[src/rtl/parking_slot_allocator.sv]
// Parking slot allocator: tracks spot occupancy, reserves the lowest free spot for an
// entering car, commits it on grant_ack or abandons it after TIMEOUT cycles, and frees
// named spots on exit. new_capacity is the registered occupancy vector for downstream.
module parking_slot_allocator #(
  parameter int N_SLOTS = 8,
  parameter int IDX_W   = 3,
  parameter int TIMEOUT = 16
) (
  input  logic               clk,
  input  logic               rst_n,
  input  logic               enter_valid,
  output logic               enter_ready,
  input  logic               exit_valid,
  input  logic [IDX_W-1:0]   exit_slot,
  output logic               exit_ready,
  output logic               grant_valid,
  output logic [IDX_W-1:0]   grant_slot,
  input  logic               grant_ack,
  output logic               grant_timeout,
  output logic               err_exit,
  output logic [N_SLOTS-1:0] new_capacity,
  output logic               full,
  output logic               empty
);

  // Timer only ever holds 0..TIMEOUT-1.
  localparam int TMR_W = (TIMEOUT > 1) ? $clog2(TIMEOUT) : 1;
  localparam logic [TMR_W-1:0] TMR_LAST = TMR_W'(TIMEOUT - 1);

  typedef enum logic {
    IDLE  = 1'b0,
    GRANT = 1'b1
  } state_t;

  state_t             state_q, state_d;
  logic [N_SLOTS-1:0] cap_q, cap_d;
  logic [IDX_W-1:0]   slot_q, slot_d;
  logic [TMR_W-1:0]   timer_q, timer_d;
  logic               timeout_q, timeout_d;
  logic               err_q, err_d;

  logic               exit_in_range;
  logic               exit_hit;

  // Lowest-numbered free spot; scanning downward lets the last hit be the lowest index.
  function automatic logic [IDX_W-1:0] lowest_free(input logic [N_SLOTS-1:0] occ);
    lowest_free = '0;
    for (int i = N_SLOTS - 1; i >= 0; i--) begin
      if (!occ[i]) lowest_free = IDX_W'(i);
    end
  endfunction

  assign exit_in_range = (32'(exit_slot) < 32'(N_SLOTS));
  assign exit_hit      = exit_in_range && cap_q[exit_slot];

  assign full          = &cap_q;
  assign empty         = ~|cap_q;
  assign new_capacity  = cap_q;
  assign grant_valid   = (state_q == GRANT);
  assign grant_slot    = slot_q;
  assign grant_timeout = timeout_q;
  assign err_exit      = err_q;
  // Exit requests win over entry requests when both arrive in IDLE.
  assign exit_ready    = (state_q == IDLE);
  assign enter_ready   = (state_q == IDLE) && !full && !exit_valid;

  // Next-state logic: exit/entry handling in IDLE, commit or abandon in GRANT.
  always_comb begin
    state_d   = state_q;
    cap_d     = cap_q;
    slot_d    = slot_q;
    timer_d   = timer_q;
    timeout_d = 1'b0;
    err_d     = 1'b0;
    case (state_q)
      IDLE: begin
        if (exit_valid) begin
          if (exit_hit) cap_d[exit_slot] = 1'b0;
          else          err_d            = 1'b1;
        end else if (enter_valid && !full) begin
          slot_d  = lowest_free(cap_q);
          timer_d = '0;
          state_d = GRANT;
        end
      end
      GRANT: begin
        if (grant_ack) begin
          cap_d[slot_q] = 1'b1;
          state_d       = IDLE;
        end else if (timer_q == TMR_LAST) begin
          state_d   = IDLE;
          timeout_d = 1'b1;
        end else begin
          timer_d = timer_q + 1'b1;
        end
      end
      default: state_d = IDLE;
    endcase
  end

  // State and occupancy registers with synchronous active-low reset.
  always_ff @(posedge clk) begin
    if (!rst_n) begin
      state_q   <= IDLE;
      cap_q     <= '0;
      slot_q    <= '0;
      timer_q   <= '0;
      timeout_q <= 1'b0;
      err_q     <= 1'b0;
    end else begin
      state_q   <= state_d;
      cap_q     <= cap_d;
      slot_q    <= slot_d;
      timer_q   <= timer_d;
      timeout_q <= timeout_d;
      err_q     <= err_d;
    end
  end

endmodule

[config.mk]
export PLATFORM = sky130hd
export DESIGN_NAME = parking_slot_allocator
export DESIGN_NICKNAME = d
export VERILOG_FILES = /design/src/rtl/parking_slot_allocator.sv
export SDC_FILE = /design/constraint.sdc
export NUM_CORES = 1
export LEC_CHECK = 0
export ABC_CLOCK_PERIOD_IN_PS = 4100
export CAP_MARGIN = 15
export CORE_ASPECT_RATIO = 0.9
export CORE_MARGIN = 2
export CORE_UTILIZATION = 35
export CTS_CLUSTER_DIAMETER = 60
export DETAILED_ROUTE_END_ITERATION = 10
export SYNTH_ARGS = -nofsm -noshare
export SYNTH_HDL_FRONTEND = slang
export SYNTH_SLANG_ARGS = --single-unit
[constraint.sdc]
create_clock -name clk -period 4.1 [get_ports clk]
set_input_delay 0.82 -clock clk [delete_from_list [all_inputs] [get_ports clk]]
set_output_delay 0.82 -clock clk [all_outputs]
set_load 0.02 [all_outputs]
======== Word-level counts from Yosys, hierarchy flattened ========
Cells that the tools add are included.
word-level totals
  register bits ........................... 18
  output and inout bits ................... 18
  input port bits ......................... 8
operators by class
  reductions and logical operators ........ 15
  $add $sub $neg .......................... 1
  muxes and demuxes ....................... 30
  order comparisons ....................... 4
  equal/unequal tests ..................... 8
  bitwise operators ....................... 6
operators by type and width
  operator                                                                       number
  3-bit 2-to-1 mux                                                               8
  8-bit 2-to-1 mux                                                               3
  4-bit 2-to-1 mux                                                               4
  8-bit one-hot mux with 2 select lines                                          1
  2-bit inequality test (second input constant)                                  5
  1-bit 2-to-1 mux                                                               9
  8-bit bitwise AND                                                              1
  3-bit by 4-bit less-than comparator with 1-bit output (second input constant)  2
  8-bit inverter                                                                 1
  8-bit bitwise OR                                                               1
  4-bit one-hot mux with 2 select lines                                          1
  8-bit AND reduction                                                            1
  8-bit OR reduction                                                             1
  1-bit demux with 3-bit select                                                  2
  3-bit by 1-bit >= comparator with 1-bit output (second input constant)         2
  3-bit AND reduction                                                            2
  3-bit OR reduction                                                             2
  1-bit logical AND                                                              5
  4-bit by 1-bit adder with 4-bit output (second input constant)                 1
  4-bit equality test (second input constant)                                    1
  2-bit by 1-bit inequality test with 1-bit output (second input constant)       2
  4-bit AND reduction                                                            1
  1-bit binary-select mux with 3-bit select                                      1
  1-bit logical NOT                                                              3
  other kinds (2)                                                                4

======== Logic depth before layout (Yosys ltp) ========
Gate-level depths: netlist of run 1.
  depth in word-level cells ............... 9
  mapped depth ............................ 5

======== Worst setup path after synthesis of run 1 ========
OpenSTA, ideal clock, no wires.
  kind .................................... in2reg
  start ................................... in exit_slot[0]
  end ..................................... reg cap_q[5] (netlist: new_capacity[5])
  arrival ................................. 2106 ps
  required time ........................... 4014 ps
  library setup time ...................... 86 ps
  path slack .............................. 1907 ps
  cell stages on the path ................. 5
  cell sequence ........................... buf_6 > mux4_2 > mux2_4 > and2_4 > a221oi_2
on the way
  cells in the longest elaborated chain, start to end .. 9
  elaborated cells between the ends (all ways) .. 14
  those cells by class .................... order compare (2); eq/ne (1); mux (7); bitwise (2); reduce/logical (2)
RTL lines
  item                                                                                                                                                  line  source
  from (decl)                                                                                                                                           14    input logic [IDX_W-1:0] exit_slot,
  3-bit by 4-bit less-than comparator with 1-bit output (implied by the code) / 3-bit by 1-bit >= comparator with 1-bit output (equally long branches)  78    if (exit_hit) cap_d[exit_slot] = 1'b0;
  1-bit logical AND (implied by the code)                                                                                                               78
  1-bit 2-to-1 mux (implied by the code)                                                                                                                78
  1-bit demux with 3-bit select                                                                                                                         78
  8-bit inverter (no line)                                                                                                                              -
  8-bit bitwise AND (no line)                                                                                                                           -
  8-bit 2-to-1 mux                                                                                                                                      78
  8-bit 2-to-1 mux                                                                                                                                      77    if (exit_valid) begin
  8-bit one-hot mux with 2 select lines                                                                                                                 75    case (state_q)
  to (signal assigned)                                                                                                                                  112   cap_q <= cap_d;
  to (decl)                                                                                                                                             36    logic [N_SLOTS-1:0] cap_q, cap_d;
Several ways; a longest one is shown, not always the timed one. The select of a mux whose other input is x is not followed.
A chain may end at the register's enable or synchronous reset.

======== Worst setup path in the final report of run 1 ========
  start ................................... in exit_valid
  end ..................................... out enter_ready
on the way
  cells in the longest elaborated chain, start to end .. 2
RTL lines
  item               line  source
  from (decl)        13    input logic exit_valid,
  1-bit logical NOT  65    assign enter_ready = (state_q == IDLE) && !full && !exit_valid;
  1-bit logical AND  65
  to (decl)          12    output logic enter_ready,
Every way passes these cells.

==> results of run 1 <==
routing by layer:
metal,vias up,GRT usage,part of all wire
li1,484,-,-
met1,426,0.234,0.50
met2,34,0.254,0.44
met3,2,0.0419,0.055
met4,0,0.0507,0.0040
met5,-,0,0
report_power, final:
part / leakage (nW) / switching [mW] / internal (mW) / total [mW]
clock network: 0.0210 / 0.0579 / 0.0542 / 0.112
registers: 0.146 / 0.00312 / 0.177 / 0.180
logic: 0.277 / 0.0216 / 0.0180 / 0.0396
total: 0.443 / 0.0826 / 0.249 / 0.332
cells by family after synthesis:
family / after synthesis
multiplexers: 4
buffers and inverters: 8
XOR/XNOR: 2
flip-flops: 18
adder cells (fa/ha/maj): 1
AND/OR/NAND/NOR: 55
AO/OA/AOI/OAI: 27
synth_stat cells (all sizes together), types with 3 or more instances:
cell / instances / area [µm²]
nor2b: 7 / 43.8
nand4: 3 / 18.8
a221oi: 4 / 60.1
inv: 5 / 18.8
o21ai: 4 / 20.0
a32o: 3 / 30.0
nor2: 8 / 30.0
a21oi: 8 / 40.0
nand3: 7 / 35.0
dfxtp: 18 / 360
nor3: 4 / 20.0
nand2: 13 / 48.8
nand4b: 3 / 26.3
final cells by class:
type,instances,area share
sequential,18,0.271
tap,40,0.0377
inverter,5,0.0141
timing repair buffer,25,0.189
clock buffer,4,0.0273
multi-input combinational,89,0.461
flip-flops by register name, indices dropped and copies added, names as in the netlist:
register	count
err_exit	1
new_capacity	8
timer_q	4
grant_slot	3
grant_valid	1
grant_timeout	1
worst register-to-register path: stages, from the launching register on:
cell                       delay, ns
sky130_fd_sc_hd__dfxtp_1        0.43
sky130_fd_sc_hd__mux4_2         0.50
sky130_fd_sc_hd__mux2_4         0.32
sky130_fd_sc_hd__and2_4         0.17
sky130_fd_sc_hd__a221oi_2       0.25
worst paths after layout:
check                     to  cells past startpoint
max reg2reg  new_capacity[5]                      4
min reg2reg       timer_q[1]                      2
max              enter_ready                      3
min               timer_q[1]                      2
==> impl_results.rst, run 1 <==
.. list-table::
   :header-rows: 1

   * - Metric
     - Value
   * - Worst Hold Launch
     - timer_q[1]
   * - Standard-cell rows
     - 18
   * - Antenna cells
     - 0
   * - Most frequent standard cell in the layout excluding fill and tap cells
     - sky130_fd_sc_hd__clkdlybuf4s50_1
   * - Share of synthesized area spent on multiplexers
     - 0.0694
   * - Maximum frequency from static timing analysis
     - 339 MHz
   * - WL per Instance
     - 13.8 µm
   * - Minimum hold slack
     - between 0.4 and 0.5 ns
   * - DRC viols
     - 0
   * - Number of endpoints with negative hold slack in the final report
     - 0
   * - Maximum level of the CTS H-tree
     - 1
   * - Distinct cells, synth
     - 33
   * - Place WS
     - 1.15 ns
   * - Post-layout utilization of the core
     - 0.483
   * - CTS tree
     - done
   * - Maximum vdd ir drop
     - roughly 160 µV
   * - Max-capacitance violation count
     - 0
   * - Antenna violations before repair
     - 0
   * - Fillcell total
     - 275
   * - Die width
     - around 60 µm
   * - Worst R2R Setup Slack
     - around 2.4 ns
   * - CP required
     - 3.28 ns
   * - Post-Place Cells
     - 177
   * - Pre-Repair DR Iteration Count
     - 4
   * - Final HPWL DP
     - around 1.8 mm
   * - CTS Buf Count
     - 3
   * - Latest clock arrival within the worst-skew pair
     - 0.30 ns
   * - Final worst slack
     - ~1.2 ns
   * - Main combinational cell family by area after synthesis
     - simple AND/OR/NAND/NOR gates
   * - Slowest CP cell
     - sky130_fd_sc_hd__clkdlybuf4s50_1
   * - Post CTS Setup Buffer Count
     - 0
   * - YS warnings
     - 0
   * - Die extent in y
     - 55.0 µm
   * - RR Startpoint
     - new_capacity[1]
   * - Net count after synthesis
     - 124
   * - Cell count after synthesis
     - 115
   * - Min-delay worst type
     - register to register
   * - Post-cts gate resize count
     - 0
   * - Max Clock Skew
     - 0.00737 ns
   * - Crit path capture type
     - output pin
   * - Shortest period the worst path allows
     - 2.95 ns
   * - Detailed router's first-iteration violation count
     - 34
   * - Total placed instance area
     - around 1300 µm²
   * - CTS Hold Buffers Added
     - 0
   * - Final cell count without fillers
     - between 150 and 200
   * - Most frequent cells in the layout
     - sky130_fd_sc_hd__clkdlybuf4s50_1 (25), sky130_fd_sc_hd__dfxtp_1 (18), sky130_fd_sc_hd__nand2_1 (13)
   * - Clock transition time at the flip-flop clock pins of the worst setup and hold paths
     - 0.10 ns
   * - Share of the synthesized netlist area taken by xor and xnor gates
     - 0.0173
   * - Synthesized flop and latch total
     - 18
   * - Final GP Congestion
     - between 0.8 and 0.9
   * - Final nets
     - 151
   * - Core Area
     - 2750 µm²
   * - Fraction of the yosys area taken by sequential cells
     - 0.357
   * - Unrepaired setup endpoints after global routing
     - false
   * - Dominant synthesized flop cell
     - sky130_fd_sc_hd__dfxtp_1
   * - Final worst-path cycle share
     - 0.719
   * - Post-layout instance area
     - 1330 µm²
   * - Cell family contributing the most delay on the critical path
     - buffers and inverters
   * - Cell Chain, Critical Path
     - clkdlybuf4s50_1 -> nor3_1 -> clkdlybuf4s50_1
   * - Aggregate routed wire length
     - about 2.5 mm
   * - Pin count of the biggest net entering global routing
     - 14
   * - Per-cell via count in the routed design
     - 5.23
   * - First-pass GRT wire length
     - 4.02 mm
   * - Number of primary I/O pins
     - 26
   * - Post-synthesis share of cell area spent on and, or, nand and nor gates
     - 0.287
   * - EDFF count, synth
     - 0
   * - Clk Tree Root Cell
     - sky130_fd_sc_hd__clkbuf_4
   * - Die outline area
     - around 3300 µm²
   * - Overflow left after global routing
     - 0
   * - Layout cell share with drive strength beyond 1
     - 0.106
   * - Synth Area in Adders
     - 0.0124
   * - Global router's overall resource usage
     - 0.167
   * - Footprint of the multi-input gates
     - 612 µm²
   * - Count of buffers from port buffering
     - 25
   * - Routed vias
     - 946
   * - Status
     - finished clean
   * - Overall power after layout
     - 0.332 mW
   * - Async SR Flop Fraction
     - 0
   * - Avg Synthesized Cell Area
     - 8.78 µm²
   * - Relative slew slack
     - 0.676
   * - Final total negative setup slack
     - 0 ns
   * - Clk buf depth
     - 2
   * - Compound-Gate Fraction of Synth Area
     - 0.219
   * - Total count of max-transition violations in the final report
     - 0
   * - Clock sinks
     - 18
   * - Category of the worst setup path launch point
     - input pin
   * - Critical Setup Path Class
     - input pin to output pin
   * - Startpoint of the most critical setup path
     - exit_valid
   * - Leak
     - 0.443 nW
   * - Power density of the placed cells
     - 250 nW/µm²
   * - Via count of the first global-routing pass
     - 880
   * - Max stage delay on crit path
     - about 0.64 ns
   * - Total setup violations reported at the end of the flow
     - 0
   * - Measured slew at the worst slew-check pin
     - 0.485 ns
   * - Buffers & Inverters on Critical Path
     - 2
   * - Starting utilization of the core area
     - 0.367
   * - Growth of design area from synthesis to finish
     - 31.5%
   * - Area used by sequential logic in the layout
     - 360 µm²
   * - Routed Antenna Nets
     - 0
   * - Most repeated library cell on the critical path
     - sky130_fd_sc_hd__clkdlybuf4s50_1
   * - Data arrival at the endpoint of the critical path
     - around 2.1 ns
   * - Post-synthesis cell area
     - 1010 µm²
   * - Largest fanout on the critical path
     - 4
(Power assumes the default switching activity.)
==> inputs of run 2 (changes only) <==
--- a/config.mk
+++ b/config.mk
@@ -5,7 +5,7 @@
 export SDC_FILE = /design/constraint.sdc
 export NUM_CORES = 1
 export LEC_CHECK = 0
-export ABC_CLOCK_PERIOD_IN_PS = 4100
+export ABC_CLOCK_PERIOD_IN_PS = 2450
 export CAP_MARGIN = 15
 export CORE_ASPECT_RATIO = 0.9
 export CORE_MARGIN = 2
==> constraint.sdc (replaced) <==
create_clock -name clk -period 2.45 [get_ports clk]
set_input_delay 0.49 -clock clk [delete_from_list [all_inputs] [get_ports clk]]
set_output_delay 0.49 -clock clk [all_outputs]
set_load 0.02 [all_outputs]
==> impl_results.rst, run 2 (same netlist as run 1, synthesis figures left out) <==
.. list-table::
   :header-rows: 1

   * - Metric
     - Value
   * - Global router's overall resource usage
     - 0.181 (was 0.167)
   * - Max Clock Skew
     - 0.00373 ns (was 0.00737 ns)
   * - Slowest CP cell
     - sky130_fd_sc_hd__clkdlybuf4s50_1 (unchanged)
   * - Core Area
     - 2750 µm² (unchanged)
   * - Status
     - finished clean (unchanged)
   * - Pre-Repair DR Iteration Count
     - 4 (unchanged)
   * - Data arrival at the endpoint of the critical path
     - 1.78 ns (was 2.13 ns)
   * - Critical Setup Path Class
     - register to output pin (was input pin to output pin)
   * - Die extent in y
     - 55.0 µm (unchanged)
   * - Max-capacitance violation count
     - 0 (unchanged)
   * - Maximum vdd ir drop
     - 288 µV (was 156 µV)
   * - Minimum hold slack
     - 0.496 ns (was 0.491 ns)
   * - Crit path capture type
     - output pin (unchanged)
   * - Post CTS Setup Buffer Count
     - 0 (unchanged)
   * - Total placed instance area
     - 1350 µm² (was 1290 µm²)
   * - Clock sinks
     - 18 (unchanged)
   * - Standard-cell rows
     - 18 (unchanged)
   * - Max stage delay on crit path
     - 0.63 ns (was 0.64 ns)
   * - Power density of the placed cells
     - 405 nW/µm² (was 250 nW/µm²)
   * - Leak
     - 0.486 nW (was 0.443 nW)
   * - WL per Instance
     - 14.1 µm (was 13.8 µm)
   * - CTS Hold Buffers Added
     - 0 (unchanged)
   * - Shortest period the worst path allows
     - 2.27 ns
   * - Number of flip-flops in the largest register
     - 8 (unchanged)
   * - CTS tree
     - done (unchanged)
   * - Die outline area
     - 3330 µm² (unchanged)
   * - Layout cell share with drive strength beyond 1
     - 0.168 (was 0.106)
   * - Per-cell via count in the routed design
     - 5.33 (was 5.23)
   * - Largest fanout on the critical path
     - 7 (was 4)
   * - Aggregate routed wire length
     - 2.67 mm (was 2.49 mm)
   * - Routed Antenna Nets
     - 0 (unchanged)
   * - Total count of max-transition violations in the final report
     - 0 (unchanged)
   * - Total setup violations reported at the end of the flow
     - 0 (unchanged)
   * - Final nets
     - 159 (was 151)
   * - Detailed router's first-iteration violation count
     - 46 (was 34)
   * - Routed vias
     - 1007 (was 946)
   * - Post-layout utilization of the core
     - 0.507 (was 0.483)
   * - Measured slew at the worst slew-check pin
     - 0.486 ns (was 0.485 ns)
   * - Latest clock arrival within the worst-skew pair
     - 0.30 ns (about the same)
   * - Die width
     - 60.6 µm (unchanged)
   * - Number of primary I/O pins
     - 26 (unchanged)
   * - DRC viols
     - 0 (unchanged)
   * - CP required
     - 1.96 ns (was 3.28 ns)
   * - Count of buffers from port buffering
     - 25 (unchanged)
   * - Final total negative setup slack
     - 0 ns (unchanged)
   * - Maximum frequency from static timing analysis
     - 440 MHz
   * - Cell family contributing the most delay on the critical path
     - buffers and inverters (unchanged)
   * - Place WS
     - 0.0987 ns (was 1.15 ns)
   * - CTS Buf Count
     - 3 (unchanged)
   * - Clk buf depth
     - 2 (unchanged)
   * - First-pass GRT wire length
     - 4.43 mm (was 4.02 mm)
   * - Via count of the first global-routing pass
     - 901 (was 880)
   * - Cell Chain, Critical Path
     - nand4_1 -> nor2_1 -> clkdlybuf4s50_1 (was clkdlybuf4s50_1 -> nor3_1 -> clkdlybuf4s50_1)
   * - Relative slew slack
     - 0.673 (was 0.676)
   * - Antenna violations before repair
     - 0 (unchanged)
   * - Maximum level of the CTS H-tree
     - 1 (unchanged)
   * - Overflow left after global routing
     - 0 (unchanged)
   * - Clk Tree Root Cell
     - sky130_fd_sc_hd__clkbuf_4 (unchanged)
   * - Number of endpoints with negative hold slack in the final report
     - 0 (unchanged)
   * - Category of the worst setup path launch point
     - register (was input pin)
   * - Final worst slack
     - 0.176 ns (was 1.15 ns)
   * - Post-layout instance area
     - 1390 µm² (was 1330 µm²)
   * - Unrepaired setup endpoints after global routing
     - false (unchanged)
   * - Pin count of the biggest net entering global routing
     - 13 (was 14)
   * - Most frequent standard cell in the layout excluding fill and tap cells
     - sky130_fd_sc_hd__clkdlybuf4s50_1 (unchanged)
   * - Most frequent cells in the layout
     - sky130_fd_sc_hd__clkdlybuf4s50_1 (24), sky130_fd_sc_hd__dfxtp_1 (16), sky130_fd_sc_hd__nand2_1 (13) (was sky130_fd_sc_hd__clkdlybuf4s50_1 (25), sky130_fd_sc_hd__dfxtp_1 (18), sky130_fd_sc_hd__nand2_1 (13))
   * - Final GP Congestion
     - 0.872 (was 0.848)
   * - Clock transition time at the flip-flop clock pins of the worst setup and hold paths
     - 0.11 ns (was 0.10 ns)
   * - Fillcell total
     - 286 (was 275)
   * - Final HPWL DP
     - 2.05 mm (was 1.85 mm)
   * - Antenna cells
     - 0 (unchanged)
   * - Growth of design area from synthesis to finish
     - 37.9% (was 31.5%)
   * - Min-delay worst type
     - register to register (unchanged)
   * - Starting utilization of the core area
     - 0.367 (unchanged)
   * - Post-cts gate resize count
     - 0 (unchanged)
   * - Final worst-path cycle share
     - 0.928
   * - Buffers & Inverters on Critical Path
     - 1 (was 2)
run 2: cell types whose count changed in the layout (fill, tap and decap cells not counted), sizes merged:
| cell | before | now |
|---|---|---|
| buf | 0 | 8 |
| clkdlybuf4s50 | 25 | 24 |
| dlymetal6s2s | 0 | 1 |
run 2: final cells by class:
type,instances,area [µm²],share of cell area
clock buffers,4,36.3,0.0261
inverters,5,18.8,0.0135
multi-input cells,89,612,0.439
flip-flops and latches,18,363,0.261
well taps,40,50.0,0.0359
repair buffers,33,313,0.225
run 2: per-stage QoR:
stage               cells  power [mW]
floorplan             115       0.343
global placement      185       0.380
detailed placement    185       0.380
CTS                   189       0.567
global route          189       0.587
finish                189       0.564
run 2: power by group:
part	total (mW)	internal, mW	leakage, nW	switching (mW)
Combinational	0.0723	0.0346	0.319	0.0377
Clock	0.190	0.0906	0.0210	0.0993
Sequential	0.301	0.296	0.146	0.00510
Total	0.564	0.422	0.486	0.142
run 2: worst reg2reg max path, cell delays in order (launching register included):
cell and delay (ns):
sky130_fd_sc_hd__dfxtp_1 0.37, sky130_fd_sc_hd__buf_4 0.17, sky130_fd_sc_hd__mux4_2 0.45, sky130_fd_sc_hd__mux2_4 0.28
sky130_fd_sc_hd__and2_4 0.16, sky130_fd_sc_hd__a221oi_2 0.25
run 2: path summary, 6_finish.rpt:
| path | startpoint | endpoint | slack (ns) | depth (start not counted) |
|---|---|---|---|---|
| max | new_capacity[3] | full | 0.18 | 3 |
| min | timer_q[1] | timer_q[1] | 0.50 | 2 |
| max reg2reg | new_capacity[5] | new_capacity[5] | 0.69 | 5 |
| min reg2reg | timer_q[1] | timer_q[1] | 0.50 | 2 |
run 2: layer usage:
metal,GRT usage,vias up,routed length (µm)
li1,-,503,-
met1,0.278,473,1300
met2,0.260,29,1160
met3,0.0419,2,190
met4,0.0254,0,10
met5,0,-,0
==> inputs of run 3 (changes only) <==
--- a/config.mk
+++ b/config.mk
@@ -15,3 +15,4 @@
 export SYNTH_ARGS = -nofsm -noshare
 export SYNTH_HDL_FRONTEND = slang
 export SYNTH_SLANG_ARGS = --single-unit
+export TNS_END_PERCENT = 100
==> results of run 3 <==
Same layout as run 2: the final DEF is identical, and so are final timing and power.
